File: src/rtl/fight_pkg.sv
// Shared definitions for the fight match controller: command one-hots, FSM
// state and round-result encodings, KO threshold and validation helpers.
package fight_pkg;

  localparam logic [5:0] CMD_MOVE_RIGHT = 6'b100000;
  localparam logic [5:0] CMD_MOVE_LEFT  = 6'b010000;
  localparam logic [5:0] CMD_WAIT       = 6'b001000;
  localparam logic [5:0] CMD_JUMP       = 6'b000100;
  localparam logic [5:0] CMD_KICK       = 6'b000010;
  localparam logic [5:0] CMD_PUNCH      = 6'b000001;
  localparam logic [5:0] CMD_NONE       = 6'b000000;

  typedef enum logic [2:0] {
    ST_IDLE       = 3'd0,
    ST_COUNTDOWN  = 3'd1,
    ST_FIGHT      = 3'd2,
    ST_ROUND_END  = 3'd3,
    ST_MATCH_OVER = 3'd4
  } fight_state_e;

  typedef enum logic [1:0] {
    RES_NONE  = 2'd0,
    RES_LEFT  = 2'd1,
    RES_RIGHT = 2'd2,
    RES_DRAW  = 2'd3
  } fight_result_e;

  // Health 6 and 7 are the wrap of a 3-bit health going below zero.
  localparam logic [2:0] KO_THRESHOLD = 3'd6;

  function automatic logic [5:0] valid_cmd(input logic [5:0] raw);
    return $onehot(raw) ? raw : CMD_NONE;
  endfunction

  function automatic logic is_ko(input logic [2:0] health);
    return (health == 3'd0) || (health >= KO_THRESHOLD);
  endfunction

endpackage

File: src/rtl/fight_tick_div.sv
// Action-tick divider: counts 0..TICK_DIV-1 while enabled, held at 0 otherwise.
module fight_tick_div #(
  parameter int TICK_DIV = 8
) (
  input  logic clk,
  input  logic rst,
  input  logic clr,
  input  logic en,
  output logic tick
);
  import fight_pkg::*;

  localparam int CW = $clog2(TICK_DIV);
  localparam logic [CW-1:0] LAST = CW'(TICK_DIV - 1);

  logic [CW-1:0] cnt_r;

  // Free-running modulo counter, restarted by reset, clear or disable.
  always_ff @(posedge clk) begin
    if (rst || clr || !en) begin
      cnt_r <= '0;
    end else if (cnt_r == LAST) begin
      cnt_r <= '0;
    end else begin
      cnt_r <= cnt_r + 1'b1;
    end
  end

  assign tick = en && (cnt_r == LAST);

endmodule

File: src/rtl/fight_match_controller.sv
// Match sequencer: ticks, command gating, round timer, KO/timeout and scoring.
// Optional INPUT_HOLD_EN builds per-player capture registers for presses between ticks.
module fight_match_controller #(
  parameter int TICK_DIV        = 8,
  parameter int ROUND_TICKS     = 60,
  parameter int COUNTDOWN_TICKS = 3,
  parameter int ROUND_END_TICKS = 2,
  parameter int WINS_TO_MATCH   = 2
) (
  input  logic       clk,
  input  logic       rst,
  input  logic       start,
  input  logic [5:0] left_raw,
  input  logic [5:0] right_raw,
  input  logic [2:0] left_health,
  input  logic [2:0] right_health,
  output logic [5:0] left_cmd,
  output logic [5:0] right_cmd,
  output logic       player_rst_n,
  output logic [2:0] state,
  output logic [7:0] round_timer,
  output logic [1:0] round_result,
  output logic [1:0] left_score,
  output logic [1:0] right_score,
  output logic [1:0] match_winner
);
  import fight_pkg::*;

  localparam logic [7:0] TIMER_LOAD = 8'(ROUND_TICKS);
  localparam logic [7:0] CD_LAST    = 8'(COUNTDOWN_TICKS - 1);
  localparam logic [7:0] RE_LAST    = 8'(ROUND_END_TICKS - 1);
  localparam logic [1:0] WIN_SCORE  = 2'(WINS_TO_MATCH);

  fight_state_e  state_r;
  fight_result_e result_r, winner_r, end_res_s;
  logic [7:0]    timer_r, phase_r;
  logic [1:0]    left_score_r, right_score_r;
  logic          prn_r, tick_s, div_clr_s, div_en_s, issue_s, end_s;
  logic [5:0]    left_valid_s, right_valid_s, left_sel_s, right_sel_s;

  assign div_clr_s = start && ((state_r == ST_IDLE) || (state_r == ST_MATCH_OVER));
  assign div_en_s  = (state_r != ST_IDLE);

  fight_tick_div #(.TICK_DIV(TICK_DIV)) u_tick_div (
    .clk  (clk),
    .rst  (rst),
    .clr  (div_clr_s),
    .en   (div_en_s),
    .tick (tick_s)
  );

  assign left_valid_s  = valid_cmd(left_raw);
  assign right_valid_s = valid_cmd(right_raw);
  assign issue_s = !rst && (state_r == ST_FIGHT) && tick_s && (timer_r != 8'd0);

`ifdef INPUT_HOLD_EN
  logic [5:0] left_cap_r, right_cap_r;

  // Remember the latest valid press of the tick window; cleared on every tick.
  always_ff @(posedge clk) begin
    if (rst || (state_r != ST_FIGHT) || tick_s) begin
      left_cap_r  <= CMD_NONE;
      right_cap_r <= CMD_NONE;
    end else begin
      if (left_valid_s != CMD_NONE) left_cap_r <= left_valid_s;
      if (right_valid_s != CMD_NONE) right_cap_r <= right_valid_s;
    end
  end

  assign left_sel_s  = (left_valid_s != CMD_NONE) ? left_valid_s : left_cap_r;
  assign right_sel_s = (right_valid_s != CMD_NONE) ? right_valid_s : right_cap_r;
`else
  assign left_sel_s  = left_valid_s;
  assign right_sel_s = right_valid_s;
`endif

  // Players sample the command on the edge after the tick, so it is driven in the tick cycle.
  assign left_cmd  = issue_s ? left_sel_s : CMD_NONE;
  assign right_cmd = issue_s ? right_sel_s : CMD_NONE;

  // Round-end decision: KO outranks timeout, double KO is a draw.
  always_comb begin
    end_s     = 1'b0;
    end_res_s = RES_NONE;
    if (is_ko(left_health) && is_ko(right_health)) begin
      end_s     = 1'b1;
      end_res_s = RES_DRAW;
    end else if (is_ko(left_health)) begin
      end_s     = 1'b1;
      end_res_s = RES_RIGHT;
    end else if (is_ko(right_health)) begin
      end_s     = 1'b1;
      end_res_s = RES_LEFT;
    end else if (tick_s && (timer_r == 8'd0)) begin
      end_s = 1'b1;
      if (left_health > right_health) begin
        end_res_s = RES_LEFT;
      end else if (right_health > left_health) begin
        end_res_s = RES_RIGHT;
      end else begin
        end_res_s = RES_DRAW;
      end
    end else begin
      end_s     = 1'b0;
      end_res_s = RES_NONE;
    end
  end

  // Match FSM with timer, phase tick counter, scoring and registered outputs.
  always_ff @(posedge clk) begin
    if (rst) begin
      state_r       <= ST_IDLE;
      timer_r       <= 8'd0;
      phase_r       <= 8'd0;
      result_r      <= RES_NONE;
      winner_r      <= RES_NONE;
      left_score_r  <= 2'd0;
      right_score_r <= 2'd0;
      prn_r         <= 1'b0;
    end else begin
      case (state_r)
        ST_IDLE, ST_MATCH_OVER: begin
          if (start) begin
            state_r       <= ST_COUNTDOWN;
            left_score_r  <= 2'd0;
            right_score_r <= 2'd0;
            winner_r      <= RES_NONE;
            result_r      <= RES_NONE;
            phase_r       <= 8'd0;
            prn_r         <= 1'b0;
          end
        end
        ST_COUNTDOWN: begin
          timer_r  <= TIMER_LOAD;
          result_r <= RES_NONE;
          prn_r    <= 1'b0;
          if (tick_s) begin
            if (phase_r == CD_LAST) begin
              phase_r <= 8'd0;
              state_r <= ST_FIGHT;
              prn_r   <= 1'b1;
            end else begin
              phase_r <= phase_r + 8'd1;
            end
          end
        end
        ST_FIGHT: begin
          if (issue_s) timer_r <= timer_r - 8'd1;
          if (end_s) begin
            result_r <= end_res_s;
            if (end_res_s == RES_LEFT) left_score_r <= left_score_r + 2'd1;
            if (end_res_s == RES_RIGHT) right_score_r <= right_score_r + 2'd1;
            state_r <= ST_ROUND_END;
            phase_r <= 8'd0;
          end
        end
        ST_ROUND_END: begin
          if (tick_s) begin
            if (phase_r == RE_LAST) begin
              phase_r <= 8'd0;
              prn_r   <= 1'b0;
              if ((left_score_r == WIN_SCORE) || (right_score_r == WIN_SCORE)) begin
                state_r  <= ST_MATCH_OVER;
                winner_r <= (left_score_r == WIN_SCORE) ? RES_LEFT : RES_RIGHT;
              end else begin
                state_r <= ST_COUNTDOWN;
              end
            end else begin
              phase_r <= phase_r + 8'd1;
            end
          end
        end
        default: begin
          state_r <= ST_IDLE;
          prn_r   <= 1'b0;
        end
      endcase
    end
  end

  assign player_rst_n = prn_r;
  assign state        = state_r;
  assign round_timer  = timer_r;
  assign round_result = result_r;
  assign left_score   = left_score_r;
  assign right_score  = right_score_r;
  assign match_winner = winner_r;

endmodule

File: config.mk
export PLATFORM = sky130hd
export DESIGN_NAME = fight_match_controller
export DESIGN_NICKNAME = d
export VERILOG_FILES = /design/src/rtl/fight_pkg.sv /design/src/rtl/fight_tick_div.sv /design/src/rtl/fight_match_controller.sv
export SDC_FILE = /design/constraint.sdc
export NUM_CORES = 1
export LEC_CHECK = 0
export CORE_MARGIN = 1.5
export CORE_UTILIZATION = 40
export DETAILED_ROUTE_END_ITERATION = 10
export PLACE_DENSITY = 0.72
export REMOVE_ABC_BUFFERS = 1
export SETUP_SLACK_MARGIN = 0.15
export SYNTH_ARGS = -nofsm -noshare
export SYNTH_HDL_FRONTEND = slang
export SYNTH_SLANG_ARGS = --single-unit
File: constraint.sdc
create_clock -name clk -period 2.9 [get_ports clk]
set_input_delay 0.29 -clock clk [delete_from_list [all_inputs] [get_ports clk]]
set_output_delay 0.29 -clock clk [all_outputs]
set_load 0.02 [all_outputs]
# After elaboration in Yosys (flattened, before gate mapping)
# Index checks and enable logic that the tools add are counted.
# word_totals
reg_bits	31
latch_bits	0
mem_bits_rw	0
mem_bits_ro	0
inputBits	21
memories	0
# op_classes
add_sub_neg	15
multipliers	0
n_div	0
order_cmp	4
eq_ne	23
shifts	0
n_mux	51
n_bitwise	1
reduce_logical	36
# ops
cell	count
2-to-1 mux 8 bit	7
case mux 8 bit (4 select lines)	1
2-to-1 mux 2 bit	15
2-to-1 mux 6 bit	4
2-to-1 mux 3 bit	7
!= test 2 bit (second input constant)	8
case mux 8 bit (2 select lines)	1
adder 1 x 1 -> 2 bit	6
case mux 2 bit (2 select lines)	3
case mux 3 bit (4 select lines)	1
AND reduction 4 bit	3
2-to-1 mux 1 bit	10
AND reduction 5 bit	2
equality test 3 x 1 -> 1 bit (second input constant)	3
logical NOT 3 bit	3
adder 8 x 1 -> 8 bit (second input constant)	1
equality test 8 x 1 -> 1 bit (second input constant)	1
equality test 8 x 2 -> 1 bit (second input constant)	1
logical NOT 8 bit	1
nonzero test 8 bit	1
subtractor 8 x 1 -> 8 bit (second input constant)	1
logical AND 1 bit	7
adder 2 x 2 -> 3 bit	2
adder 3 x 2 -> 3 bit	2
21 further kinds	39

# Longest topological paths before layout
# logic_depth
ltp_word	11
mapped_depth	9
ltp_nobuf	8

# Cells and area by module
# A second synthesis with hierarchy kept.
# unflattened
hier_cells	262
hier_area_um2	2235.9
# modules_own_cells
mod	instances	cells_per_inst	area_each_um2	seq_area_each_um2
fight_match_controller	1	252	2095.8	560.5
fight_tick_div	1	10	140.1	60.1

# Worst setup path before layout
# No wires, ideal clock.
# synth_timing
path_type	input to output
startpoint	input port left_raw[0]
endpoint	output port left_cmd[0]
t_arrival_ns	2.593
required_ns	2.610
setup_slack_ns	0.017
cell_stages	8
n_path_buf	0
path_cell_list	inv_1 -> fa_1 -> fa_1 -> inv_1 -> ha_1 -> fa_1 -> nor4b_2 -> and2_1
# synth_between
elab_chain_len	6
# synth_lines
element	line	rtl
start, declared	fight_match_controller.sv:13	input logic [5:0] left_raw,
adder 1 x 1 -> 2 bit (not written as such)	fight_pkg.sv:32	return $onehot(raw) ? raw : CMD_NONE;
adder 2 x 2 -> 3 bit (not written as such)	fight_pkg.sv:32	
adder 3 x 2 -> 3 bit (not written as such)	fight_pkg.sv:32	
equality test 3 x 1 -> 1 bit	fight_pkg.sv:32	
2-to-1 mux 6 bit (*)	fight_pkg.sv:32	
2-to-1 mux 6 bit (*)	fight_match_controller.sv:78	assign left_cmd = issue_s ? left_sel_s : CMD_NONE;
end, declared	fight_match_controller.sv:17	output logic [5:0] left_cmd,
# Mark *: on every way between the ends. The rest lies on a longest branch, timed or not.

# Worst setup path after layout
# layout_timing
startpoint	input port right_raw[0]
endpoint	output port right_cmd[0]
# layout_between
elab_chain_len	6
# layout_lines
element	line	rtl
start, declared	fight_match_controller.sv:14	input logic [5:0] right_raw,
adder 1 x 1 -> 2 bit (not written as such)	fight_pkg.sv:32	
adder 2 x 2 -> 3 bit (not written as such)	fight_pkg.sv:32	
adder 3 x 2 -> 3 bit (not written as such)	fight_pkg.sv:32	
equality test 3 x 1 -> 1 bit	fight_pkg.sv:32	
2-to-1 mux 6 bit (*)	fight_pkg.sv:32	
2-to-1 mux 6 bit (*)	fight_match_controller.sv:79	assign right_cmd = issue_s ? right_sel_s : CMD_NONE;
end, declared	fight_match_controller.sv:18	output logic [5:0] right_cmd,
# Marks and branches as above.

==> load_flow_metrics.sql <==
INSERT INTO impl_metrics (metric_group, metric, value, unit) VALUES
('placed_design', 'routabilityCongestion', '0.787', ''),
('clocking', 'clk_latency', '280', 'ps'),
('route', 'highest-signal-layer', 'met4', ''),
('grt', 'grt_antenna_before_repair', '0', ''),
('synthesis', 'yosys.area_share.xor_xnor', '2.79', '%'),
('route', 'routed-via-count', '2105', ''),
('pwr', 'p_sw_share', '38.0', '%'),
('grt', 'global_route.usage.total', '18.1', '%'),
('route', 'routed-wl-met3', '189', 'um'),
('pwr', 'pwr_density_cell', '531', 'nW/um^2'),
('pwr', 'combinationalPowerShare', '47.2', '%'),
('floorplan', 'floorplan.io_pins', '53', ''),
('floorplan', 'fp.dieW', '77.2', 'um'),
('synthesis', 'ys.warnings.count', '0', ''),
('hold_path', 'holdCritPathClass', 'reg2reg', ''),
('synthesis', 'ys_top_cells_by_area', 'sky130_fd_sc_hd__dfxtp_1, sky130_fd_sc_hd__ha_1, sky130_fd_sc_hd__fa_1', ''),
('pwr', 'worst_ir_drop_vdd', '0.267', 'mV'),
('clocking', 'cts-root-to-sink-buffers', '2', ''),
('final_layout', 'drive_gt1_share', '22.4', '%'),
('pwr', 'seq_power_share', '32.5', '%'),
('timing', 'postLayoutSetupSlackWorst', '-158', 'ps'),
('timing', 'achievable-frequency', '327', 'MHz'),
('synthesis', 'synth-async-reset-ratio', '0', '%'),
('timing', 'grt_setup_unrepaired', 'true', ''),
('route', 'dr.first_iter.drc_count', '42', ''),
('route', 'met2RoutedLength', '2480', 'um'),
('synthesis', 'number_of_register_bits_inferred_by_synthesis', '31', ''),
('critical_path', 'crit_arrival', '2770', 'ps'),
('critical_path', 'startpoint', 'right_raw[0]', ''),
('run_status', 'run_status', 'complete, but fails checks', ''),
('critical_path', 'reg_to_reg_critical_path_startpoint', 'round_timer[0]', ''),
('flow_run', 'maxCapViolCount', '0', ''),
('route', 'routed_wire_length_per_instance', '12.9', 'um'),
('synthesis', 'post_synth_and_or_nand_nor_area_fraction', '23.3', '%'),
('timing', 'final-hold-violation-count', '0', ''),
('synthesis', 'synthDominantCellAreaShare', '28.2', '%'),
('placed_design', 'detailed_place_hpwl', '3800', 'um'),
('timing', 'worst_slew_margin_rel', '57.7', '%'),
('placed_design', 'dp_cells', '385', ''),
('clocking', 'tritoncts.num_buffers', '5', ''),
('pwr', 'share_clk_of_total_power', '20.3', '%'),
('synthesis', 'synth_compound_area_share', '23.3', '%'),
('synthesis', 'cell_area_after_synthesis', '2200', 'sq um'),
('final_layout', 'fin_util', '58.5', '%'),
('synthesis', 'largest_family_of_logic_cells_by_synthesized_area', 'compound AO/OA/AOI/OAI gates', ''),
('timing', 'max_slew.worst_pin.slew', '628', 'ps'),
('route', 'wl_met1', '2320', 'um'),
('synthesis', 'synth_fa_ha_area_share', '13.4', '%'),
('final_layout', 'final.fill_count', '477', ''),
('synthesis', 'netlist_top_cells_count', 'sky130_fd_sc_hd__dfxtp_1, sky130_fd_sc_hd__inv_1, sky130_fd_sc_hd__a21oi_1', ''),
('critical_path', 'timing.critical_path.from_type', 'primary input', ''),
('clocking', 'sink_count_of_the_clock_tree', '31', ''),
('clocking', 'clockRootBuffer', 'sky130_fd_sc_hd__clkbuf_8', ''),
('synthesis', 'synth.largest_area_cell', 'sky130_fd_sc_hd__dfxtp_1', ''),
('synthesis', 'synthCells', '259', ''),
('final_layout', 'cell_count_final_fillers_out', '396', ''),
('final_layout', 'final_nets', '366', ''),
('timing', 'timing.final.crit_period', '3060', 'ps'),
('floorplan', 'placeableCoreArea', '5200', 'sq um'),
('run_status', 'failing_checks', 'setup timing', ''),
('placed_design', 'placement.cell_area', '2860', 'sq um'),
('floorplan', 'initial_utilization', '42.3', '%'),
('pwr', 'p_switching', '614', 'uW'),
('timing', 'finalMaxSlewViolations', '0', ''),
('floorplan', 'fp.dieArea', '5950', 'sq um'),
('timing', 'finalSetupViolCount', '12', ''),
('critical_path', 'timing_worst_setup_path_type', 'in2out', ''),
('grt', 'vias_in_the_first_global_route', '2048', ''),
('grt', 'grt_remaining_overflow', '0', ''),
('placed_design', 'portBuffers', '52', ''),
('floorplan', 'placement_rows', '26', '');
==> power groups by stage <==
stage | Combinational, mW | Clock, mW | Sequential [mW]
floorplan | 0.398 | 0 | 0.598
global placement | 0.736 | 0 | 0.533
detailed placement | 0.746 | 0 | 0.535
CTS | 0.761 | 0.339 | 0.526
global route | 0.844 | 0.362 | 0.534
finish | 0.762 | 0.328 | 0.525
==> metrics by stage <==
step | hold slack, ps | power, mW | setup slack (ps)
after floorplan | 359 | 0.996 | 16.8
after global placement | 420 | 1.27 | -1030
after detailed placement | 425 | 1.28 | -1120
after CTS | 435 | 1.63 | -194
after global routing | 451 | 1.74 | -255
final | 433 | 1.61 | -158
==> cell families (layout without fill, tap and decap cells) <==
family	Yosys count	after routing
AND/OR/NAND/NOR	88	88
AO/OA/AOI/OAI	69	69
buffers and inverters	42	109
flip-flops	31	31
adder cells (fa/ha/maj)	20	20
XOR/XNOR	7	7
multiplexers	2	2
==> critical path: stages <==
cell	delay (ps)
sky130_fd_sc_hd__buf_8	80
sky130_fd_sc_hd__inv_4	30
sky130_fd_sc_hd__fa_1	480
sky130_fd_sc_hd__fa_1	490
sky130_fd_sc_hd__inv_1	40
sky130_fd_sc_hd__ha_2	160
sky130_fd_sc_hd__fa_1	480
sky130_fd_sc_hd__nor4b_4	300
sky130_fd_sc_hd__buf_4	170
sky130_fd_sc_hd__and2_4	140
sky130_fd_sc_hd__buf_6	110
==> sequential cells by signal (all words and copies together) (netlist names) <==
signal / cells
phase_r: 8
match_winner: 2
round_result: 2
player_rst_n: 1
state: 3
u_tick_div.cnt_r: 3
right_score: 2
left_score: 2
round_timer: 8
==> worst min-delay path by stage <==
| stage | slack, ps | depth (start not counted) | start | end |
|---|---|---|---|---|
| after floorplan | 360 | 1 | rst | match_winner[0] |
| after CTS | 430 | 1 | u_tick_div.cnt_r[0] | u_tick_div.cnt_r[0] |
| after detailed placement | 430 | 1 | u_tick_div.cnt_r[0] | u_tick_div.cnt_r[0] |
| final | 430 | 1 | u_tick_div.cnt_r[0] | u_tick_div.cnt_r[0] |
| after global placement | 420 | 1 | u_tick_div.cnt_r[0] | u_tick_div.cnt_r[0] |
| after global routing | 450 | 1 | u_tick_div.cnt_r[0] | u_tick_div.cnt_r[0] |
==> what timing repair did <==
action / in CTS / in global routing
hold buffers: 0 / 0
pin swaps: 20 / 10
endpoints found under the setup margin: 12 / 12
setup buffers: 3 / 0
gates cloned: 0 / 0
gates resized for setup: 119 / 8
==> placed cells by master, fill, tap and decap left out, types with 6 or more instances in the layout <==
cell type                         netlist  layout
sky130_fd_sc_hd__nand2b_1               9       9
sky130_fd_sc_hd__nor2_1                17      17
sky130_fd_sc_hd__ha_1                  14      12
sky130_fd_sc_hd__buf_6                  2      16
sky130_fd_sc_hd__a311oi_1               9       9
sky130_fd_sc_hd__and3_1                 6       6
sky130_fd_sc_hd__inv_1                 31      25
sky130_fd_sc_hd__a31oi_1                8       8
sky130_fd_sc_hd__buf_4                  1      18
sky130_fd_sc_hd__clkdlybuf4s50_1        0      34
sky130_fd_sc_hd__xnor2_1                7       7
sky130_fd_sc_hd__fa_1                   6       6
sky130_fd_sc_hd__o21ai_0                8       8
sky130_fd_sc_hd__dfxtp_1               31      31
sky130_fd_sc_hd__a21oi_1               19      19
sky130_fd_sc_hd__and2_4                 0      12
sky130_fd_sc_hd__nand2_1               11      11
==> metal layers <==
metal,track usage (%),vias up
met5,0,-
met4,6.91,0
met3,4.05,6
met2,32.2,48
met1,20.9,994
li1,-,1057
==> cell type report <==
cell class / instances / area [sq um] / area share (%)
tap: 70 / 87.6 / 2.88
inverter: 31 / 121 / 3.99
sequential: 31 / 621 / 20.4
multi-input combinational: 186 / 1450 / 47.5
clock inverter: 1 / 5.00 / 0.164
timing repair buffer: 70 / 686 / 22.5
clock buffer: 7 / 76.3 / 2.51
Note: power is estimated with default switching activity, not from simulation.
